<file path="config.mk">
export PLATFORM = sky130hd
export DESIGN_NAME = data_mem_unit
export DESIGN_NICKNAME = d
export VERILOG_FILES = /design/src/rtl/cpu_mem_pkg.sv /design/src/rtl/mem_word_array.sv /design/src/rtl/data_mem_unit.sv
export SDC_FILE = /design/constraint.sdc
export NUM_CORES = 2
export LEC_CHECK = 0
export CORE_ASPECT_RATIO = 0.9
export CORE_MARGIN = 3
export CORE_UTILIZATION = 50
export DETAILED_ROUTE_END_ITERATION = 6
export MAX_ROUTING_LAYER = met4
export PLACE_DENSITY_LB_ADDON = 0.25
export SYNTH_ARGS = -nofsm -noshare
export SYNTH_HDL_FRONTEND = slang
export SYNTH_SLANG_ARGS = --single-unit
</file>
<file path="constraint.sdc">
create_clock -name clk -period 9.2 [get_ports clk]
set_input_delay 1.38 -clock clk [delete_from_list [all_inputs] [get_ports clk]]
set_output_delay 1.38 -clock clk [all_outputs]
set_load 0.02 [all_outputs]
</file>
<file path="src/rtl/cpu_mem_pkg.sv">
// Shared types for the MEM-stage data memory: word width, FSM states and captured op kinds.
package cpu_mem_pkg;

    localparam int WORD_W = 16;

    typedef enum logic [1:0] {IDLE, BUSY, DONE} mem_state_t;
    typedef enum logic [1:0] {OP_READ, OP_WRITE, OP_ERR} mem_op_t;

    // True when every address bit above the implemented word-address bits is zero.
    function automatic logic addr_in_range(input logic [WORD_W-1:0] a, input int bits);
        return (a >> bits) == '0;
    endfunction

endpackage

</file>
<file path="src/rtl/mem_word_array.sv">
// Word storage: synchronous write, combinational read, no reset (contents undefined until written).
module mem_word_array
    import cpu_mem_pkg::*;
#(
    parameter int ADDR_BITS = 8
) (
    input  logic                 clk,
    input  logic                 we,
    input  logic [ADDR_BITS-1:0] idx,
    input  logic [WORD_W-1:0]    wdata,
    output logic [WORD_W-1:0]    rdata
);

    logic [WORD_W-1:0] mem [2**ADDR_BITS];

    always_ff @(posedge clk) begin
        if (we)
            mem[idx] <= wdata;
    end

    assign rdata = mem[idx];

endmodule

</file>
<file path="src/rtl/data_mem_unit.sv">
// MEM-stage data memory responder: captures a load/store, waits LATENCY cycles, then acks
// with a one-cycle pulse while holding the pipeline via a combinational stall.
module data_mem_unit
    import cpu_mem_pkg::*;
#(
    parameter int ADDR_BITS = 8,
    parameter int LATENCY   = 2   // 1..15, fits the 4-bit wait counter
) (
    input  logic                clk,
    input  logic                reset,
    input  logic                read_mem,
    input  logic                write_mem,
    input  logic [WORD_W-1:0]   addr,
    input  logic [WORD_W-1:0]   write_data,
    output logic [WORD_W-1:0]   read_data,
    output logic                stall,
    output logic                ack,
    output logic                err
);

    mem_state_t           state, nxt;
    mem_op_t              cap_op;
    logic [3:0]           cnt;
    logic [ADDR_BITS-1:0] cap_addr;
    logic [WORD_W-1:0]    cap_wdata;
    logic                 cap_oor;
    logic                 req;
    logic                 finish;
    logic                 arr_we;
    logic [WORD_W-1:0]    arr_rdata;

    assign req    = read_mem | write_mem;
    assign finish = (state == BUSY) && (cnt == 4'd1);
    // Only the BUSY->DONE edge commits, so an async reset before then drops the store.
    assign arr_we = finish && (cap_op == OP_WRITE) && !cap_oor;

    mem_word_array #(.ADDR_BITS(ADDR_BITS)) u_array (
        .clk   (clk),
        .we    (arr_we),
        .idx   (cap_addr),
        .wdata (cap_wdata),
        .rdata (arr_rdata)
    );

    always_comb begin
        nxt = state;
        case (state)
            IDLE:    if (req) nxt = BUSY;
            BUSY:    if (cnt == 4'd1) nxt = DONE;
            DONE:    nxt = IDLE;
            default: nxt = IDLE;
        endcase
    end

    // Gated by reset so the held-off pipeline is released the instant reset rises.
    assign stall = !reset && (((state == IDLE) && req) || (state == BUSY));

    always_ff @(posedge clk or posedge reset) begin
        if (reset) begin
            state     <= IDLE;
            cnt       <= '0;
            cap_op    <= OP_READ;
            cap_addr  <= '0;
            cap_wdata <= '0;
            cap_oor   <= 1'b0;
            read_data <= '0;
            ack       <= 1'b0;
            err       <= 1'b0;
        end else begin
            state <= nxt;
            ack   <= 1'b0;
            err   <= 1'b0;
            if (state == IDLE && req) begin
                cap_op    <= (read_mem && write_mem) ? OP_ERR :
                             write_mem               ? OP_WRITE : OP_READ;
                cap_addr  <= addr[ADDR_BITS-1:0];
                cap_wdata <= write_data;
                cap_oor   <= !addr_in_range(addr, ADDR_BITS);
                cnt       <= 4'(LATENCY);
            end else if (state == BUSY) begin
                cnt <= cnt - 4'd1;
                if (finish) begin
                    ack <= 1'b1;
                    err <= (cap_op == OP_ERR) || cap_oor;
                    if (cap_op == OP_READ)
                        read_data <= cap_oor ? '0 : arr_rdata;
                end
            end
        end
    end

endmodule

</file>
Word-level counts from Yosys, hierarchy flattened
Memories as Yosys holds them, arrays and structs flattened.
Index checks and enable logic that the tools add are counted.
- bitwise operators: 2
- eq/ne operators: 6
- reductions and logical operators: 17
- $add $sub $neg: 1
- mux-type cells: 16
- operators with widths (cell ; count):
    $logic_not 16->1 ; 1
    $mux 16 ; 1
    $mux 1 ; 9
    $mux 4 ; 2
    $logic_and 1x1->1 ; 6
    $mux 2 ; 3
    $eq 2x1->1 const B ; 2
    $eq 4x1->1 const B ; 1
    $logic_not 2->1 ; 2
    $ne 2x2->1 const B ; 2
    $pmux 2 s2 ; 1
    $reduce_and 4->1 ; 1
    $sub 4x1->4 const B ; 1
    $logic_not 1->1 ; 3
    $eq 2x2->1 const B ; 1
    $logic_or 1x1->1 ; 2
    $reduce_and 2->1 ; 1
    $reduce_bool 2->1 ; 1
    $not 1->1 ; 1
    $or 1x1->1 ; 1
- flip-flop bits (word level): 51
- input bits: 36
- output and inout port bits: 19
- logic and storage cells: 52
- bits in writable memories: 4096
- memories kept: 1
- memory list (name ; depth ; bits a word ; read ports ; clocked after Yosys merged registers in ; wr ports ; line ; text):
    u_array.mem ; 256 ; 16 ; 1 ; 0 ; 1 ; mem_word_array.sv:14 ; logic [WORD_W-1:0] mem [2**ADDR_BITS];

Longest topological paths before layout
- word-level depth: 6
- gate-level depth with buffers: 13

Modules after synthesis
A second synthesis with hierarchy kept.
- cell total of the unflattened synthesis: 6864
- area total of the unflattened synthesis: 157255.8 sq um
- modules (own cells, without submodules) (module ; cells an instance ; instances ; area an instance (sq um)):
    mem_word_array ; 6711 ; 1 ; 155078.7
    data_mem_unit ; 153 ; 1 ; 2177.1

Least setup slack after synthesis
No wires, ideal clock.
- path type: register to register
- start point: reg cap_wdata[0]
- end point: mem u_array.mem[0][0], data pin
- buffers on the path: 0
- library setup time: 804 ps
- clock period less this slack: 3987 ps
- required time: 8396 ps
- arrival time: 3183 ps
- path slack: 5213 ps
- stages on the path, launching flop included: 1
- cell sequence: dfrtp_1
- RTL lines (element ; line ; text):
    start, declared ; data_mem_unit.sv:25 ; logic [WORD_W-1:0] cap_wdata;
    start signal, assigned ; data_mem_unit.sv:77 ; cap_wdata <= write_data;
    end, declared ; mem_word_array.sv:14 ;
No word-level cell before the write port.

Worst setup path in the final report
- start point: reg cap_addr[0]
- end point: reg read_data[6]
- longest elaborated chain between the ends: 2
- RTL lines (element ; line ; text):
    start, declared ; data_mem_unit.sv:24 ; logic [ADDR_BITS-1:0] cap_addr;
    start signal, assigned ; data_mem_unit.sv:76 ; cap_addr <= addr[ADDR_BITS-1:0];
    $mem_v2 256x16 ; n/a ;
    $mux 16 ; data_mem_unit.sv:86 ; read_data <= cap_oor ? '0 : arr_rdata;
    end signal, assigned ; data_mem_unit.sv:86 ;
    end, declared ; data_mem_unit.sv:15 ; output logic [WORD_W-1:0] read_data,
No other way between the ends.
A chain may end at the register's enable or synchronous reset.

==> out/metrics.csv <==
stage;metric;value;unit
power_and_ir_drop;overall power;55.84;mW
critical_path;Worst EP arrival;6.55;ns
power_and_ir_drop;Peak VDD IR;315.2;uV
sta;endpoints failing setup;0;
cts;Post-CTS Hold Buffers;0;
critical_path;reg2reg end;read_data[6];
hold_path;Hold Crit Endpoint;cnt[3];
placement;Placer Congestion;0.9499;
grt;vias in the first global route;78640;
floorplan;chip height;542.3;um
critical_path;Worst R2R Path Depth;10;
cells_and_area;NumNets Final;8059;
grt;largest net degree at the start of global routing;205;
yosys;Mapped Area;159800;um2
yosys;syn_nets;7710;
yosys;Synth Warn #;0;
placement;port bufs;54;
yosys;Unique masters post-synth;60;
status;failing checks;design-rule violations;
status;status;complete, but fails checks;
drt;final WL;418600;um
cts;CTS tree;built;
cts;# Post-CTS Setup Buffers;0;
floorplan;core area;317300;um2
yosys;dominant synthesized flop cell;edfxtp_1;
drt;DRC violations left;10;
critical_path;R2R Setup Slk;3.39;ns
sta;period utilization;63.19;%
grt;GRT Total Usage;26.21;%
yosys;FF+latch count, synth;4147;
cells_and_area;ratio of cells with drive above 1 in the final layout;22.70;%
cts;CTS Buf Count;399;
cts;clock buffer depth;4;
critical_path;crit-path max FO;79;
hold_path;hold crit path type;reg -> reg;
critical_path;crit end category;register;
floorplan;Initial Util;50.35;%
sta;Max Slew Vio Count;0;
sta;Slew @ Worst Pin;1.406;ns
hold_path;hold path depth;2;
cells_and_area;# fillers;23330;
placement;Post-DP HPWL;242700;um
sta;clk_skew;0.06231;ns
grt;total congestion overflow;0;
yosys;Yosys top cell by area;edfxtp_1;
yosys;ys async rst share;1.230;%
cells_and_area;synth-to-layout area growth;12.34;%
floorplan;I/O Pins;55;
yosys;synthesized area per cell;20.83;um2
drt;antenna-violating nets left;0;
cts;CTS H-tree lvls;5;
cts;Clk Latency, worst-skew pair;0.92;ns
cts;CTS root buf;clkbuf_16;
flow_run;Max Cap Viol;0;
cts;post_cts resized;0;
floorplan;Die Wd;601.9;um
sta;f_max;172.0;MHz
hold_path;min-delay src;cnt[3];
drt;Detailed Route Iter0 Violations;11550;
sta;Fin. Hold Viols;0;
cts;clk sinks;4147;
sta;final setup TNS;0;ns
critical_path;Startpoint Class;register;
yosys;number of synthesized flops with an enable pin;4096;
yosys;dominant cells by area after synthesis;edfxtp_1, mux4_2, mux2i_1;
yosys;Synth top area share;76.98;%
floorplan;die area;326400;um2
sta;min Tclk post-route;5.813;ns
drt;DRT Pass-1 Iters;7;
cts;Reg clk slew, reported paths;0.06;ns
yosys;Syn Inst Count;7672;
drt;vias;80370;
sta;Slew headroom;6.057;%
drt;DR WL/cell;33.22;um
sta;RSZ-0062 raised after global routing;no;
yosys;register area share after synthesis;77.78;%
grt;first-pass GRT wire length;595800;um
cells_and_area;fin util;56.56;%
critical_path;Reg2Reg Launch Point;cap_addr[0];
critical_path;crit path kind;reg -> reg;
power_and_ir_drop;Lkg Pwr;56.61;nW
floorplan;# rows;196;
critical_path;Critical Path RT;9.93;ns
power_and_ir_drop;Power Density;311.1;nW/um2
grt;antenna violations before repair;17;
drt;Vias/cell;6.379;
-- registers in the layout, indices dropped and copies added (netlist names), 2 cells and up --
name and count:
cap_addr 8, u_array.mem 4096, cap_wdata 16, cnt 4
cap_op 2, read_data 16, state 2
-- layout by cell type, fill, tap and decap left out, types with 16 or more instances in the layout --
master / count
nor3_1: 50
o2111ai_1: 48
a21oi_1: 102
a31oi_1: 31
nand2_1: 230
nand3_1: 170
a22oi_1: 224
edfxtp_1: 4096
bufinv_16: 40
clkbuf_16: 407
buf_4: 340
buf_12: 18
nor2_1: 269
o21ai_0: 68
clkbuf_1: 83
a211oi_1: 32
and3_1: 45
nor2_2: 55
dfrtp_1: 29
a22o_1: 17
a2111oi_0: 16
clkinv_1: 75
a32oi_1: 16
o22ai_1: 75
clkinv_2: 73
inv_1: 22
mux4_2: 786
clkdlybuf4s50_1: 54
dfrtp_4: 19
mux2i_1: 574
mux2_2: 76
-- layout make-up --
| type | instances | area (um2) | area share (%) |
|---|---|---|---|
| Sequential cell | 4147 | 124300 | 69.28 |
| Multi-Input combinational cell | 3035 | 33510 | 18.67 |
| Clock buffer | 501 | 10650 | 5.932 |
| Tap cell | 4257 | 5326 | 2.968 |
| Timing Repair Buffer | 412 | 3453 | 1.924 |
| Clock inverter | 211 | 2066 | 1.151 |
| Inverter | 26 | 97.59 | 0.05438 |
| Antenna cell | 11 | 27.53 | 0.01534 |
-- how the worst max path moves through the flow --
stage	slack [ns]	cells after the start	start	endpoint
after floorplan	5.21	0	cap_wdata[0]	u_array.mem[0][0]
after global placement	3.64	10	cap_addr[0]	read_data[6]
after detailed placement	3.65	10	cap_addr[0]	read_data[6]
after CTS	3.57	10	cap_addr[0]	read_data[6]
after global routing	3.15	10	cap_addr[0]	read_data[6]
final	3.39	10	cap_addr[0]	read_data[6]
-- cell families after synthesis --
group	Yosys count	synth area share, %
adder cells (fa/ha/maj)	2	0.01566
flip-flops	4147	77.78
AND/OR/NAND/NOR	877	2.385
buffers and inverters	490	1.420
multiplexers	1436	15.21
AO/OA/AOI/OAI	718	3.174
XOR/XNOR	2	0.01097
-- report_power, final --
group / switching [mW] / leakage (nW) / internal [mW] / total (mW)
Combinational: 10.1 / 12.7 / 5.11 / 15.2
Sequential: 0.904 / 37.7 / 23.6 / 24.5
Clock: 6.85 / 6.25 / 9.29 / 16.1
Total: 17.9 / 56.6 / 38.0 / 55.8
-- routing by layer --
metal / GRT usage, % / share of wire (%)
met1: 37.22 / 40
met2: 37.61 / 45
met3: 5.267 / 9.7
met4: 10.48 / 4.7
met5: - / 0
-- critical path, cell delays in order (launching register included) --
cell and delay (ns):
dfrtp_4 0.82, buf_12 0.52, nor2b_4 0.88, buf_4 0.70
buf_4 0.64, a22oi_1 0.27, a22oi_1 0.25, o2111ai_1 0.15
a22o_1 0.22, nor3_1 0.90, a211oi_1 0.10
-- metrics by stage --
step / worst slack [ns] / hold WS (ns) / area (um2) / std cells
detailed placement: 3.649 / 0.5417 / 166700 / 11880
finish: 3.387 / 0.5557 / 179500 / 12600
global route: 3.148 / 0.6017 / 179500 / 12600
global placement: 3.636 / 0.5323 / 166700 / 11880
floorplan: 5.213 / 0.4996 / 159800 / 7672
CTS: 3.566 / 0.5591 / 179500 / 12590
-- synthesized netlist by cell type (all sizes together), types with 2 or more instances --
cell / count
a2111oi: 17
a211oi: 33
a21oi: 102
a221oi: 15
a22o: 17
a22oi: 224
a311o: 15
a31oi: 31
a32oi: 16
a41oi: 15
and2: 4
and3: 46
and3b: 2
and4: 2
buf: 261
clkbuf: 203
dfrtp: 51
edfxtp: 4096
ha: 2
inv: 26
mux2: 76
mux2i: 574
mux4: 786
nand2: 242
nand2b: 2
nand3: 174
nand4: 5
nor2: 326
nor2b: 8
nor3: 53
nor3b: 3
nor4: 3
o2111ai: 48
o211ai: 3
o21ai: 70
o22a: 15
o22ai: 75
o2bb2ai: 15
o31ai: 2
No activity file was read; power rests on OpenSTA's default activity.
